**config.mk**
```make
export PLATFORM = sky130hd
export DESIGN_NAME = regfile_wb_arbiter_flat
export DESIGN_NICKNAME = d
export VERILOG_FILES = /design/src/rtl/regfile_wb_arbiter_pkg.sv /design/src/rtl/regfile_wb_arbiter_if.sv /design/src/rtl/regfile_wb_arbiter_fifo.sv /design/src/rtl/regfile_wb_arbiter.sv /design/src/flat_wrapper.sv
export SDC_FILE = /design/constraint.sdc
export NUM_CORES = 1
export LEC_CHECK = 0
export BUFFER_PORTS_ARGS = -buffer_cell sky130_fd_sc_hd__buf_2
export CAP_MARGIN = 20
export CORE_MARGIN = 2
export CORE_UTILIZATION = 39
export CTS_CLUSTER_SIZE = 40
export DETAILED_ROUTE_END_ITERATION = 6
export PLACE_DENSITY = 0.57
export SLEW_MARGIN = 15
export SYNTH_ARGS = -nofsm -noshare
export SYNTH_HDL_FRONTEND = slang
export SYNTH_SLANG_ARGS = --single-unit
```
**constraint.sdc**
```tcl
create_clock -name Clk -period 6.6 [get_ports Clk]
set_input_delay 0.33 -clock Clk [delete_from_list [all_inputs] [get_ports Clk]]
set_output_delay 0.33 -clock Clk [all_outputs]
set_load 0.02 [all_outputs]
```
**src/rtl/regfile_wb_arbiter_pkg.sv**
```systemverilog
// Shared types and constants for the register-file writeback arbiter.
// Optional build macro used by the top level: RFARB_ROUND_ROBIN_EN.
package rfarb_pkg;

    localparam int DATA_W = 64;
    localparam int ADDR_W = 5;
    localparam logic [ADDR_W-1:0] ZERO_REG = ADDR_W'(31);

    // One queued register-file write.
    typedef struct packed {
        logic [ADDR_W-1:0] rw;
        logic [DATA_W-1:0] data;
    } wb_entry_t;

    // Which requester wins the next contention in round-robin builds.
    typedef enum logic {
        RR_REQ0 = 1'b0,
        RR_REQ1 = 1'b1
    } rr_t;

    // Writes to the hard-wired zero register never reach the register file.
    function automatic logic is_zero_reg(input logic [ADDR_W-1:0] idx);
        return idx == ZERO_REG;
    endfunction

endpackage

```
**src/rtl/regfile_wb_arbiter_if.sv**
```systemverilog
// Bus bundle between the two writeback requesters, the hazard check
// and the register-file write port.
//
// Handshake: a requester write transfers on a rising clock edge when
// ReqN_Valid and ReqN_Ready are both high. ReqN_Ready depends only on the
// FIFO fill level before that edge, never on ReqN_Valid; ReqN_RW/ReqN_Data
// must be held stable while ReqN_Valid is high and not yet accepted.
interface regfile_wb_arbiter_if;
    import rfarb_pkg::*;

    logic              Req0_Valid;
    logic              Req0_Ready;
    logic [ADDR_W-1:0] Req0_RW;
    logic [DATA_W-1:0] Req0_Data;
    logic              Req1_Valid;
    logic              Req1_Ready;
    logic [ADDR_W-1:0] Req1_RW;
    logic [DATA_W-1:0] Req1_Data;
    logic              RegWr;
    logic [ADDR_W-1:0] RW;
    logic [DATA_W-1:0] BusW;
    logic [ADDR_W-1:0] Chk_RA;
    logic [ADDR_W-1:0] Chk_RB;
    logic              Pend_A;
    logic              Pend_B;
    logic              Idle;

    // Pipeline side: requesters, hazard check and register file.
    modport master (
        output Req0_Valid, Req0_RW, Req0_Data,
        output Req1_Valid, Req1_RW, Req1_Data,
        output Chk_RA, Chk_RB,
        input  Req0_Ready, Req1_Ready,
        input  RegWr, RW, BusW,
        input  Pend_A, Pend_B, Idle
    );

    // Arbiter side.
    modport slave (
        input  Req0_Valid, Req0_RW, Req0_Data,
        input  Req1_Valid, Req1_RW, Req1_Data,
        input  Chk_RA, Chk_RB,
        output Req0_Ready, Req1_Ready,
        output RegWr, RW, BusW,
        output Pend_A, Pend_B, Idle
    );

endinterface

```
**src/rtl/regfile_wb_arbiter_fifo.sv**
```systemverilog
// Small synchronous FIFO of writeback entries. Besides the head it exposes
// which slots hold live entries and the destination index of every slot so
// the top level can flag pending writes without popping anything.
module rfarb_fifo
    import rfarb_pkg::*;
#(
    parameter int DEPTH = 2
) (
    input  logic                     clk,
    input  logic                     rst_n,
    input  logic                     push,
    input  wb_entry_t                push_entry,
    input  logic                     pop,
    output logic                     full,
    output logic                     empty,
    output wb_entry_t                head,
    output logic [DEPTH-1:0]         ent_valid,
    output logic [DEPTH*ADDR_W-1:0]  ent_rw
);

    localparam int PTR_W = $clog2(DEPTH);

    // Pointers carry one extra wrap bit so full and empty are distinguishable.
    logic [PTR_W:0]   wr_ptr;
    logic [PTR_W:0]   rd_ptr;
    logic [PTR_W:0]   count;
    logic [PTR_W-1:0] offs;
    wb_entry_t        mem [DEPTH];

    assign count = wr_ptr - rd_ptr;
    assign full  = (count == (PTR_W+1)'(DEPTH));
    assign empty = (count == '0);
    assign head  = mem[rd_ptr[PTR_W-1:0]];

    // Advance pointers; callers only push when not full and pop when not empty.
    always_ff @(posedge clk or negedge rst_n) begin
        if (!rst_n) begin
            wr_ptr <= '0;
            rd_ptr <= '0;
        end else begin
            if (push) wr_ptr <= wr_ptr + 1'b1;
            if (pop)  rd_ptr <= rd_ptr + 1'b1;
        end
    end

    // Entry storage; contents of dead slots are masked by ent_valid.
    always_ff @(posedge clk) begin
        if (push) mem[wr_ptr[PTR_W-1:0]] <= push_entry;
    end

    // A slot is live when its distance from the read pointer is below the fill count.
    always_comb begin
        ent_valid = '0;
        ent_rw    = '0;
        offs      = '0;
        for (int i = 0; i < DEPTH; i++) begin
            offs         = PTR_W'(i) - rd_ptr[PTR_W-1:0];
            ent_valid[i] = ({1'b0, offs} < count);
            ent_rw[i*ADDR_W +: ADDR_W] = mem[i].rw;
        end
    end

endmodule

```
**src/rtl/regfile_wb_arbiter.sv**
```systemverilog
// Shares the register file's single write port between load writeback
// (requester 0) and ALU writeback (requester 1). Each requester has its own
// FIFO; one head per cycle is popped and registered onto RegWr/RW/BusW.
// Pend_A/Pend_B tell the hazard logic a write to Chk_RA/Chk_RB is in flight.
// Build macro RFARB_ROUND_ROBIN_EN: two-way round robin when defined,
// fixed priority to requester 0 otherwise.
module regfile_wb_arbiter
    import rfarb_pkg::*;
#(
    parameter int FIFO_DEPTH = 2
) (
    input  logic                Clk,
    input  logic                Rst_n,
    regfile_wb_arbiter_if.slave bus
);

    logic                         full0, empty0, full1, empty1;
    logic                         ready0, ready1;
    logic                         push0, push1;
    logic                         pop0, pop1;
    logic                         has0, has1, sel1, grant_any;
    wb_entry_t                    in0, in1, head0, head1, grant_entry;
    logic [FIFO_DEPTH-1:0]        valid0, valid1;
    logic [FIFO_DEPTH*ADDR_W-1:0] rw_flat0, rw_flat1;
    logic                         reg_wr_q;
    logic [ADDR_W-1:0]            rw_q;
    logic [DATA_W-1:0]            bus_w_q;
    logic                         pend_a, pend_b;

    // Ready is held low during reset so nothing is accepted while flushed.
    assign ready0 = Rst_n && !full0;
    assign ready1 = Rst_n && !full1;
    assign push0  = bus.Req0_Valid && ready0;
    assign push1  = bus.Req1_Valid && ready1;

    assign in0.rw   = bus.Req0_RW;
    assign in0.data = bus.Req0_Data;
    assign in1.rw   = bus.Req1_RW;
    assign in1.data = bus.Req1_Data;

    rfarb_fifo #(.DEPTH(FIFO_DEPTH)) u_fifo0 (
        .clk        (Clk),
        .rst_n      (Rst_n),
        .push       (push0),
        .push_entry (in0),
        .pop        (pop0),
        .full       (full0),
        .empty      (empty0),
        .head       (head0),
        .ent_valid  (valid0),
        .ent_rw     (rw_flat0)
    );

    rfarb_fifo #(.DEPTH(FIFO_DEPTH)) u_fifo1 (
        .clk        (Clk),
        .rst_n      (Rst_n),
        .push       (push1),
        .push_entry (in1),
        .pop        (pop1),
        .full       (full1),
        .empty      (empty1),
        .head       (head1),
        .ent_valid  (valid1),
        .ent_rw     (rw_flat1)
    );

`ifdef RFARB_ROUND_ROBIN_EN
    rr_t rr_q;

    // Point at the requester that was not just served.
    always_ff @(posedge Clk or negedge Rst_n) begin
        if (!Rst_n) begin
            rr_q <= RR_REQ0;
        end else if (pop0) begin
            rr_q <= RR_REQ1;
        end else if (pop1) begin
            rr_q <= RR_REQ0;
        end
    end
`endif

    // Pick one non-empty head per cycle and pop it.
    always_comb begin
        has0 = !empty0;
        has1 = !empty1;
`ifdef RFARB_ROUND_ROBIN_EN
        if (has0 && has1) begin
            sel1 = (rr_q == RR_REQ1);
        end else begin
            sel1 = has1;
        end
`else
        sel1 = has1 && !has0;
`endif
        pop0        = has0 && !sel1;
        pop1        = has1 && sel1;
        grant_any   = has0 || has1;
        grant_entry = sel1 ? head1 : head0;
    end

    // Register the granted entry; zero-register writes load RW/BusW but keep RegWr low.
    always_ff @(posedge Clk or negedge Rst_n) begin
        if (!Rst_n) begin
            reg_wr_q <= 1'b0;
            rw_q     <= '0;
            bus_w_q  <= '0;
        end else if (grant_any) begin
            reg_wr_q <= !is_zero_reg(grant_entry.rw);
            rw_q     <= grant_entry.rw;
            bus_w_q  <= grant_entry.data;
        end else begin
            reg_wr_q <= 1'b0;
        end
    end

    // Flag reads whose index matches any queued entry or the write on the port now.
    always_comb begin
        pend_a = 1'b0;
        pend_b = 1'b0;
        for (int i = 0; i < FIFO_DEPTH; i++) begin
            if (valid0[i] && (rw_flat0[i*ADDR_W +: ADDR_W] == bus.Chk_RA)) pend_a = 1'b1;
            if (valid1[i] && (rw_flat1[i*ADDR_W +: ADDR_W] == bus.Chk_RA)) pend_a = 1'b1;
            if (valid0[i] && (rw_flat0[i*ADDR_W +: ADDR_W] == bus.Chk_RB)) pend_b = 1'b1;
            if (valid1[i] && (rw_flat1[i*ADDR_W +: ADDR_W] == bus.Chk_RB)) pend_b = 1'b1;
        end
        if (reg_wr_q && (rw_q == bus.Chk_RA)) pend_a = 1'b1;
        if (reg_wr_q && (rw_q == bus.Chk_RB)) pend_b = 1'b1;
        if (is_zero_reg(bus.Chk_RA)) pend_a = 1'b0;
        if (is_zero_reg(bus.Chk_RB)) pend_b = 1'b0;
    end

    assign bus.Req0_Ready = ready0;
    assign bus.Req1_Ready = ready1;
    assign bus.RegWr      = reg_wr_q;
    assign bus.RW         = rw_q;
    assign bus.BusW       = bus_w_q;
    assign bus.Pend_A     = pend_a;
    assign bus.Pend_B     = pend_b;
    assign bus.Idle       = empty0 && empty1 && !reg_wr_q;

endmodule
```
**src/flat_wrapper.sv**
```systemverilog
// flat-port wrapper written by rule: the top's interface ports become plain ports
module regfile_wb_arbiter_flat import rfarb_pkg::*;
#(
    parameter int FIFO_DEPTH = 2
)
  (Clk, Rst_n, bus_Req0_Valid, bus_Req0_RW, bus_Req0_Data, bus_Req1_Valid, bus_Req1_RW, bus_Req1_Data, bus_Chk_RA, bus_Chk_RB, bus_Req0_Ready, bus_Req1_Ready, bus_RegWr, bus_RW, bus_BusW, bus_Pend_A, bus_Pend_B, bus_Idle);
  regfile_wb_arbiter_if bus_i ();
  input  logic Clk;
  input  logic Rst_n;
  input wire logic [$bits(bus_i.Req0_Valid)-1:0] bus_Req0_Valid;
  input wire logic [$bits(bus_i.Req0_RW)-1:0] bus_Req0_RW;
  input wire logic [$bits(bus_i.Req0_Data)-1:0] bus_Req0_Data;
  input wire logic [$bits(bus_i.Req1_Valid)-1:0] bus_Req1_Valid;
  input wire logic [$bits(bus_i.Req1_RW)-1:0] bus_Req1_RW;
  input wire logic [$bits(bus_i.Req1_Data)-1:0] bus_Req1_Data;
  input wire logic [$bits(bus_i.Chk_RA)-1:0] bus_Chk_RA;
  input wire logic [$bits(bus_i.Chk_RB)-1:0] bus_Chk_RB;
  output wire logic [$bits(bus_i.Req0_Ready)-1:0] bus_Req0_Ready;
  output wire logic [$bits(bus_i.Req1_Ready)-1:0] bus_Req1_Ready;
  output wire logic [$bits(bus_i.RegWr)-1:0] bus_RegWr;
  output wire logic [$bits(bus_i.RW)-1:0] bus_RW;
  output wire logic [$bits(bus_i.BusW)-1:0] bus_BusW;
  output wire logic [$bits(bus_i.Pend_A)-1:0] bus_Pend_A;
  output wire logic [$bits(bus_i.Pend_B)-1:0] bus_Pend_B;
  output wire logic [$bits(bus_i.Idle)-1:0] bus_Idle;
  assign bus_i.Req0_Valid = bus_Req0_Valid;
  assign bus_i.Req0_RW = bus_Req0_RW;
  assign bus_i.Req0_Data = bus_Req0_Data;
  assign bus_i.Req1_Valid = bus_Req1_Valid;
  assign bus_i.Req1_RW = bus_Req1_RW;
  assign bus_i.Req1_Data = bus_Req1_Data;
  assign bus_i.Chk_RA = bus_Chk_RA;
  assign bus_i.Chk_RB = bus_Chk_RB;
  assign bus_Req0_Ready = bus_i.Req0_Ready;
  assign bus_Req1_Ready = bus_i.Req1_Ready;
  assign bus_RegWr = bus_i.RegWr;
  assign bus_RW = bus_i.RW;
  assign bus_BusW = bus_i.BusW;
  assign bus_Pend_A = bus_i.Pend_A;
  assign bus_Pend_B = bus_i.Pend_B;
  assign bus_Idle = bus_i.Idle;
  regfile_wb_arbiter #(.FIFO_DEPTH(FIFO_DEPTH)) u_core (.Clk(Clk), .Rst_n(Rst_n), .bus(bus_i));
endmodule
```
==> results.ini, run 1 <==
[clock_network]
clk_pin_slew_ns=0.06
cts_sinks=354
cts_resized=0
clock_latency_ns=0.52
root_buffer=clkbuf_16
clockBufferDepth=3
cts_tree=yes
cts_made_buffers=40
cts_max_level=2

[worst_setup_path]
required_ns=6.75
cp_data_arrival_time_ns=3.80
rr_worst_depth=7
crit_slowest_cell=dfrtp_4
max_stage_delay_ns=0.85
endpoint_kind=register
crit_top_cell=ha_1
start_kind=register
cp_num_cells=7
path_delay_family=simple AND/OR/NAND/NOR gates
cp_cell_sequence=ha_1, inv_1, ha_1, a21boi_0, nand2_1, nor2_4, buf_4
path_buf_inv=2
path_class=reg2reg
critPathMaxFanout=44

[grt]
grt_pass1_wl_um=50900
grt_max_degree=90
gr-total-overflow=0
track_usage_pct=17.4
grt_pass1_vias=8710
antenna_found_initial=4

[timing]
max_freq_ghz=0.273
slew_viol_final=0
period_share_pct=55.4
min_period_ns=3.66
final-hold-violation-count=0
setup_viol=0
rsz0062_at_grt=no
clock_skew_ns=0.0144
finalSetupTns_ns=0
worst_slew_pin_slew_ns=0.994
setup_ws_ns=2.94
slew_headroom_pct=33.6
hold_slack_ns=0.0220

[drt]
postRouteAntennaNets=0
drtIter0Drc=447
drc=0
via_per_inst=4.87
drt-total-wl_um=32800
first_pass_iters=4
via_count=8262
wl_per_cell_um=19.3

[logic_synthesis]
syn_inst=870
yosysTopAreaCell=edfxtp_1
ys_top_cells_by_count=edfxtp_1, mux2i_1, dfrtp_1, nor2_1
synth_area_leaders=edfxtp_1, dfrtp_1, mux2i_1
ys_warn_count=0
ys_ff_latch=354
async_reset_ff_share_pct=22.0
ys_types=32
synth_fp_nets=1028
dominantRegCellSynth=edfxtp_1
syn_avg_cell_area_um2=16.1
synthMostInstantiatedCell=edfxtp_1
netlist_area_um2=14000
synth-edff-count=276
yosysSeqAreaShare_pct=72.9
synth_top_area_share_pct=59.0

[power_and_ir_drop]
peakVddDrop_uv=504
p_leak_nw=6.92
power.density_nw_per_um2=499

[die]
core_um2=35500
ios=227
die-area_um2=37600
die_x_um=194
start_util_pct=39.6
die_h_um=194
num_rows=69

[run]
cap_violations=0

[min_path]
min_delay_path_depth=1
hold_path.class=in2reg

[final_layout]
drive_gt1_share_pct=25.1
area_growth_pct=27.5
nets=1357

[placed_design]
hpwl_um=21000
place.gp.congestion=0.789
place_ws_ns=2.73
port_buffers=226

[status]
status=complete, no violations

[sequential cells by signal (all words and copies together), names as in the netlist]
name	flops
u_core.bus.BusW	64
u_core.bus.RW	5
u_core.bus.RegWr	1
u_core.u_fifo0.mem	138
u_core.u_fifo0.rd_ptr	2
u_core.u_fifo0.wr_ptr	2
u_core.u_fifo1.mem	138
u_core.u_fifo1.rd_ptr	2
u_core.u_fifo1.wr_ptr	2
[worst register-to-register path, delay by kind of cell, from the launching register on]
| family | cells | cell delay (ns) |
|---|---|---|
| AND/OR/NAND/NOR | 2 | 0.89 |
| flip-flops | 1 | 0.85 |
| buffers and inverters | 2 | 0.71 |
| adder cells (fa/ha/maj) | 2 | 0.56 |
| AO/OA/AOI/OAI | 1 | 0.24 |
[routing by layer]
layer | track usage [%] | wire length [um] | vias up
li1 | - | - | 3958
met1 | 23.2 | 14600 | 4054
met2 | 29.3 | 15900 | 210
met3 | 3.57 | 1670 | 40
met4 | 4.27 | 600 | 0
met5 | 0 | 0 | -
[worst paths after layout]
path	from	endpoint	slack [ns]
setup / recovery	u_core.u_fifo0.rd_ptr[0]	u_core.u_fifo0.mem[0][57]	2.94
hold / removal	bus_Req1_Data[14]	u_core.u_fifo1.mem[1][14]	0.02
setup reg to reg	u_core.u_fifo0.rd_ptr[0]	u_core.u_fifo0.mem[0][57]	2.94
hold reg to reg	u_core.u_fifo1.wr_ptr[1]	u_core.u_fifo1.wr_ptr[1]	0.49
max in group asynchronous	Rst_n	u_core.u_fifo1.rd_ptr[0]	5.16
min in group asynchronous	Rst_n	u_core.bus.RW[3]	0.35
[final cells by class]
| cell class | instances | area, um2 |
|---|---|---|
| Multi-Input combinational cell | 455 | 3460 |
| Timing Repair Buffer | 342 | 2300 |
| Sequential cell | 354 | 10200 |
| Tap cell | 461 | 577 |
| Inverter | 6 | 22.5 |
| Antenna cell | 4 | 10.0 |
| Clock inverter | 16 | 185 |
| Fill cell | 3047 | 17600 |
| Clock buffer | 58 | 1110 |
[cells in the final DEF, fill, tap and decap left out, types with 4 or more instances in the layout]
master / instances
dfrtp_1: 76
nor2_1: 67
nand4_1: 8
ha_1: 6
inv_1: 6
clkbuf_1: 14
clkinv_1: 5
edfxtp_1: 276
clkbuf_16: 40
diode_2: 4
dlygate4sd3_1: 104
a21oi_1: 64
xnor2_1: 42
nor3_1: 10
clkinv_2: 4
buf_2: 225
a211oi_1: 64
buf_4: 11
mux2i_1: 140
clkbuf_8: 4
nand2_1: 7
xor2_1: 18
nor2_4: 4
[power by group]
group	internal [mW]	switching (mW)
clock network	1.29	0.854
logic	1.21	2.15
registers	3.07	0.367
total	5.57	3.37
[repair_timing]
item | 4_1_cts | 5_1_grt
setup buffers | 0 | 0
hold endpoints to repair | 241 | 0
endpoints found under the setup margin | 0 | 0
hold buffers | 104 | 0
[per-stage QoR]
step	total power [mW]	std cells	instance area [um2]	util, %
after CTS	9.06	1690	17800	50.3
after detailed placement	6.82	1512	15500	43.7
final	8.94	1696	17900	50.5
after global routing	9.52	1696	17900	50.5
after floorplan	5.99	870	14000	-
after global placement	6.78	1512	15500	43.7
[kinds of logic after synthesis]
logic type,count (synthesis),share of synthesized area (%)
buf+inv,61,2.74
compound gates,138,6.17
simple gates,106,3.46
xor+xnor,60,3.74
flops,354,72.9
mux,145,10.5
fa+ha+maj,6,0.534
Note: power is estimated with default switching activity, not from simulation.
==> run 2: changes to the inputs <==
Clock period 6.6 ns to 3.8 ns, I/O delays scaled along.
==> results.ini, run 2 (same netlist as run 1, synthesis figures left out) <==
[status]
status=complete, no violations

[clock_network]
cts_resized=0
cts_max_level=2
root_buffer=clkbuf_16
clock_latency_ns=0.52
cts_made_buffers=37
cts_sinks=354
cts_tree=yes
cts_setup_buffers=0
clockBufferDepth=3
clk_pin_slew_ns=0.06

[grt]
antenna_found_initial=2
gr-total-overflow=0
grt_pass1_vias=8908
grt_max_degree=81
grt_pass1_wl_um=51100
track_usage_pct=17.6

[final_layout]
utilization_pct=51.3
final_cell_mix=edfxtp_1, buf_2, mux2i_1
n_antenna_cell=0
area_growth_pct=29.5
drive_gt1_share_pct=24.6
layout_commonest_cell=edfxtp_1
nets=1395
fin_cells=1727

[timing]
slew_viol_final=0
worst_slew_pin_slew_ns=1.01
clock_skew_ns=0.0125
finalSetupTns_ns=0
max_freq_ghz=0.355
min_period_ns=2.82
hold_slack_ns=0.0560
final-hold-violation-count=0
slew_headroom_pct=32.6
period_share_pct=74.1
setup_viol=0
rsz0062_at_grt=no

[placed_design]
port_buffers=226
hpwl_um=20500
place.gp.congestion=0.799
place_inst=1520

[power_and_ir_drop]
peakVddDrop_uv=796
pwr-share-seq_pct=37.9
p_int_mw=9.60
power.density_nw_per_um2=850
pwr-share-comb_pct=39.5
p_switching_mw=5.86
pwr-share-clk_pct=22.6
p_leak_nw=7.04
switching_share_pct=37.9

[drt]
drc=0
first_pass_iters=4
wl_per_cell_um=19.4
via_count=8525
drt-total-wl_um=33400
via_per_inst=4.94
postRouteAntennaNets=0
drtIter0Drc=387

[die]
ios=227
die_h_um=194
die_x_um=194
num_rows=69
core_um2=35500
die-area_um2=37600
start_util_pct=39.6

[worst_setup_path]
cp_data_arrival_time_ns=2.63
crit_top_cell=ha_1
path_buf_inv=2
r2r-start=u_core.u_fifo1.wr_ptr[0]
path_delay_family=flip-flops
crit_start=u_core.u_fifo0.rd_ptr[0]
crit_slowest_cell=dfrtp_4
path_class=reg2out
cp_cell_sequence=ha_1, inv_1, ha_1, nor2_1, nor3_1, a311oi_1, a22oi_1, buf_2
critPathMaxFanout=21
required_ns=3.61
endpoint_kind=primary output
max_stage_delay_ns=0.68
start_kind=register

[run]
cap_violations=0

[min_path]
hold_path.class=in2async

[run 2: path summary, 6_finish.rpt]
path                            slack, ns                   endpoint  cells after the start
worst max-delay path                 0.98                 bus_Pend_B                      8
worst min-delay path                 0.06   u_core.u_fifo1.rd_ptr[0]                      2
worst max register to register       1.05  u_core.u_fifo1.mem[0][37]                      8
worst min register to register       0.49   u_core.u_fifo1.wr_ptr[1]                      1
max in group asynchronous            2.81   u_core.u_fifo0.rd_ptr[0]                      3
min in group Clk                     0.14   u_core.u_fifo0.wr_ptr[0]                      3
[run 2: through the flow]
step | cell area (um2) | total power [mW] | setup WS, ns
6_report | 18200 | 15.5 | 0.984
4_1_cts | 18200 | 15.7 | 0.992
3_5_place_dp | 15600 | 12.0 | 1.03
5_1_grt | 18200 | 16.5 | 0.762
3_3_place_gp | 15600 | 11.9 | 1.08
2_1_floorplan | 14100 | 10.4 | -0.308
[run 2: final cells by class]
cell class                      count  area, um2
Clock buffer                       53       1040
Clock inverter                     15        150
Fill cell                        2967      17300
Inverter                            6       22.5
Multi-Input combinational cell    455       3460
Sequential cell                   354      10200
Tap cell                          461        577
Timing Repair Buffer              383       2700
[run 2: power groups by stage]
stage	clock (mW)	combinational [mW]	sequential, mW
3_5_place_dp	0	6.09	5.94
5_1_grt	3.76	6.77	5.97
2_1_floorplan	0	4.13	6.24
3_3_place_gp	0	6.01	5.92
6_report	3.49	6.11	5.87
4_1_cts	3.59	6.22	5.88
[run 2: repair_timing]
action / in CTS / in global routing
hold buffers: 139 / 0
setup endpoints to repair: 0 / 0
hold endpoints to repair: 354 / 0
[run 2: per-layer routing]
layer / wire (um) / vias to the layer above / part of all wire [%] / track usage, %
met4: 679 / 4 / 2.0 / 4.61
met5: 27 / - / 0.081 / 0
li1: - / 4025 / - / -
met2: 16200 / 212 / 48 / 29.4
met1: 14800 / 4229 / 44 / 23.4
met3: 1700 / 55 / 5.1 / 3.67
==> run 3: changes to the inputs <==
Settings changed: PLACE_DENSITY 0.57 to 0.59.
Clock period 3.8 ns to 2.4 ns, I/O delays scaled along.
==> results.ini, run 3 (same netlist as run 1, synthesis figures left out) <==
[worst_setup_path]
critPathMaxFanout=4
cp_data_arrival_time_ns=2.23
start_kind=register
reg2reg_to=u_core.bus.BusW[58]
rr_worst_depth=4
path_class=reg2out
r2r-start=u_core.u_fifo0.rd_ptr[0]
r2r_setup_slack_ns=0.17
required_ns=2.28
endpoint_kind=primary output

[final_layout]
final_cell_mix=edfxtp_1, buf_2, dlygate4sd3_1
fin_cells=1737
utilization_pct=52.3
area_growth_pct=32.2
layout_commonest_cell=edfxtp_1
drive_gt1_share_pct=27.0
multi_input_area_um2=3600
nFillCells=3028
seqCellArea_um2=10200
nets=1403

[timing]
setup_viol=0
hold_slack_ns=0.0537
clock_skew_ns=0.0239
worst_slew_pin_slew_ns=0.827
max_freq_ghz=0.426
slew_headroom_pct=44.8
rsz0062_at_grt=yes
final-hold-violation-count=0
slew_viol_final=0
min_period_ns=2.35
period_share_pct=97.7

[clock_network]
clk_pin_slew_ns=0.06
clock_latency_ns=0.52
cts_made_buffers=38
cts_tree=yes
root_buffer=clkbuf_16
clockBufferDepth=3
cts_max_level=2
cts_sinks=354

[drt]
wl_per_cell_um=18.9
drt-total-wl_um=32800
first_pass_iters=6
drtIter0Drc=369
postRouteAntennaNets=0
drc=0
via_count=8513
via_per_inst=4.90

[die]
core_um2=35500
die_h_um=194
ios=227
num_rows=69
die-area_um2=37600
start_util_pct=39.6
die_x_um=194

[power_and_ir_drop]
p_leak_nw=7.17
power.density_nw_per_um2=1370
peakVddDrop_uv=1070

[placed_design]
port_buffers=226
place_inst=1523
place.gp.congestion=0.749
hpwl_um=20800

[grt]
grt_pass1_wl_um=51700
gr-total-overflow=0
grt_max_degree=71
track_usage_pct=17.5
antenna_found_initial=2
grt_pass1_vias=9034

[status]
status=complete, no violations

[run]
cap_violations=0

[min_path]
hold_path.class=in2async

## run 3: worst max-delay path, stage by stage, from the launching register on
cell      delay [ns]
dfrtp_2         0.46
inv_4           0.09
ha_4            0.12
inv_2           0.04
ha_4            0.24
nor2_4          0.16
nor3_2          0.07
a311oi_1        0.21
a22oi_1         0.14
buf_2           0.17
## run 3: layout make-up
cell class,count,area share [%]
flip-flops and latches,354,55.2
multi-input cells,455,19.4
repair buffers,390,15.5
clock buffers,59,6.04
well taps,461,3.11
clock inverters,11,0.681
inverters,6,0.135
diodes,1,0.0135
## run 3: stage by stage
step                power, mW  worst slack (ns)  TNS [ns]  instance area (um2)
finish                   25.5            0.0550         0                18600
global route             27.1           -0.0333   -0.0455                18600
CTS                      25.7          -0.00617  -0.00617                18500
detailed placement       19.6             0.153         0                15800
global placement         19.5             0.191         0                15800
floorplan                16.7            -0.408   -103.78                14200
## run 3: what timing repair did
action,CTS,global route
setup endpoints to repair,3,2
pin swaps,1,4
hold buffers,141,0
endpoints found under the hold margin,311,0
setup buffers,1,1
gates resized for setup,8,7
## run 3: worst max path at each step
| stage | startpoint | end | slack (ns) | cells after the start |
|---|---|---|---|---|
| 2_1_floorplan | u_core.u_fifo1.wr_ptr[0] | u_core.u_fifo1.mem[1][0] | -0.41 | 7 |
| 3_3_place_gp | u_core.u_fifo0.rd_ptr[0] | u_core.bus.BusW[43] | 0.19 | 4 |
| 3_5_place_dp | u_core.u_fifo0.rd_ptr[0] | u_core.bus.BusW[58] | 0.15 | 4 |
| 4_1_cts | u_core.u_fifo0.wr_ptr[0] | bus_Pend_B | -0.006 | 9 |
| 5_1_grt | u_core.u_fifo0.wr_ptr[0] | bus_Pend_B | -0.03 | 9 |
| 6_report | u_core.u_fifo0.wr_ptr[0] | bus_Pend_B | 0.05 | 9 |
## run 3: per-layer routing
layer	routed length, um	up-vias	track usage [%]	share of wire, %
li1	-	4051	-	-
met1	14800	4180	23.9	45
met2	15700	229	29.0	48
met3	1760	51	3.48	5.4
met4	595	2	4.10	1.8
met5	13	-	0	0.040
## run 3: report_power, final
part	internal [mW]	switching, mW	total (mW)
sequential	8.44	0.738	9.18
clock	3.44	2.28	5.72
combinational	4.03	6.53	10.6
total	15.9	9.55	25.5
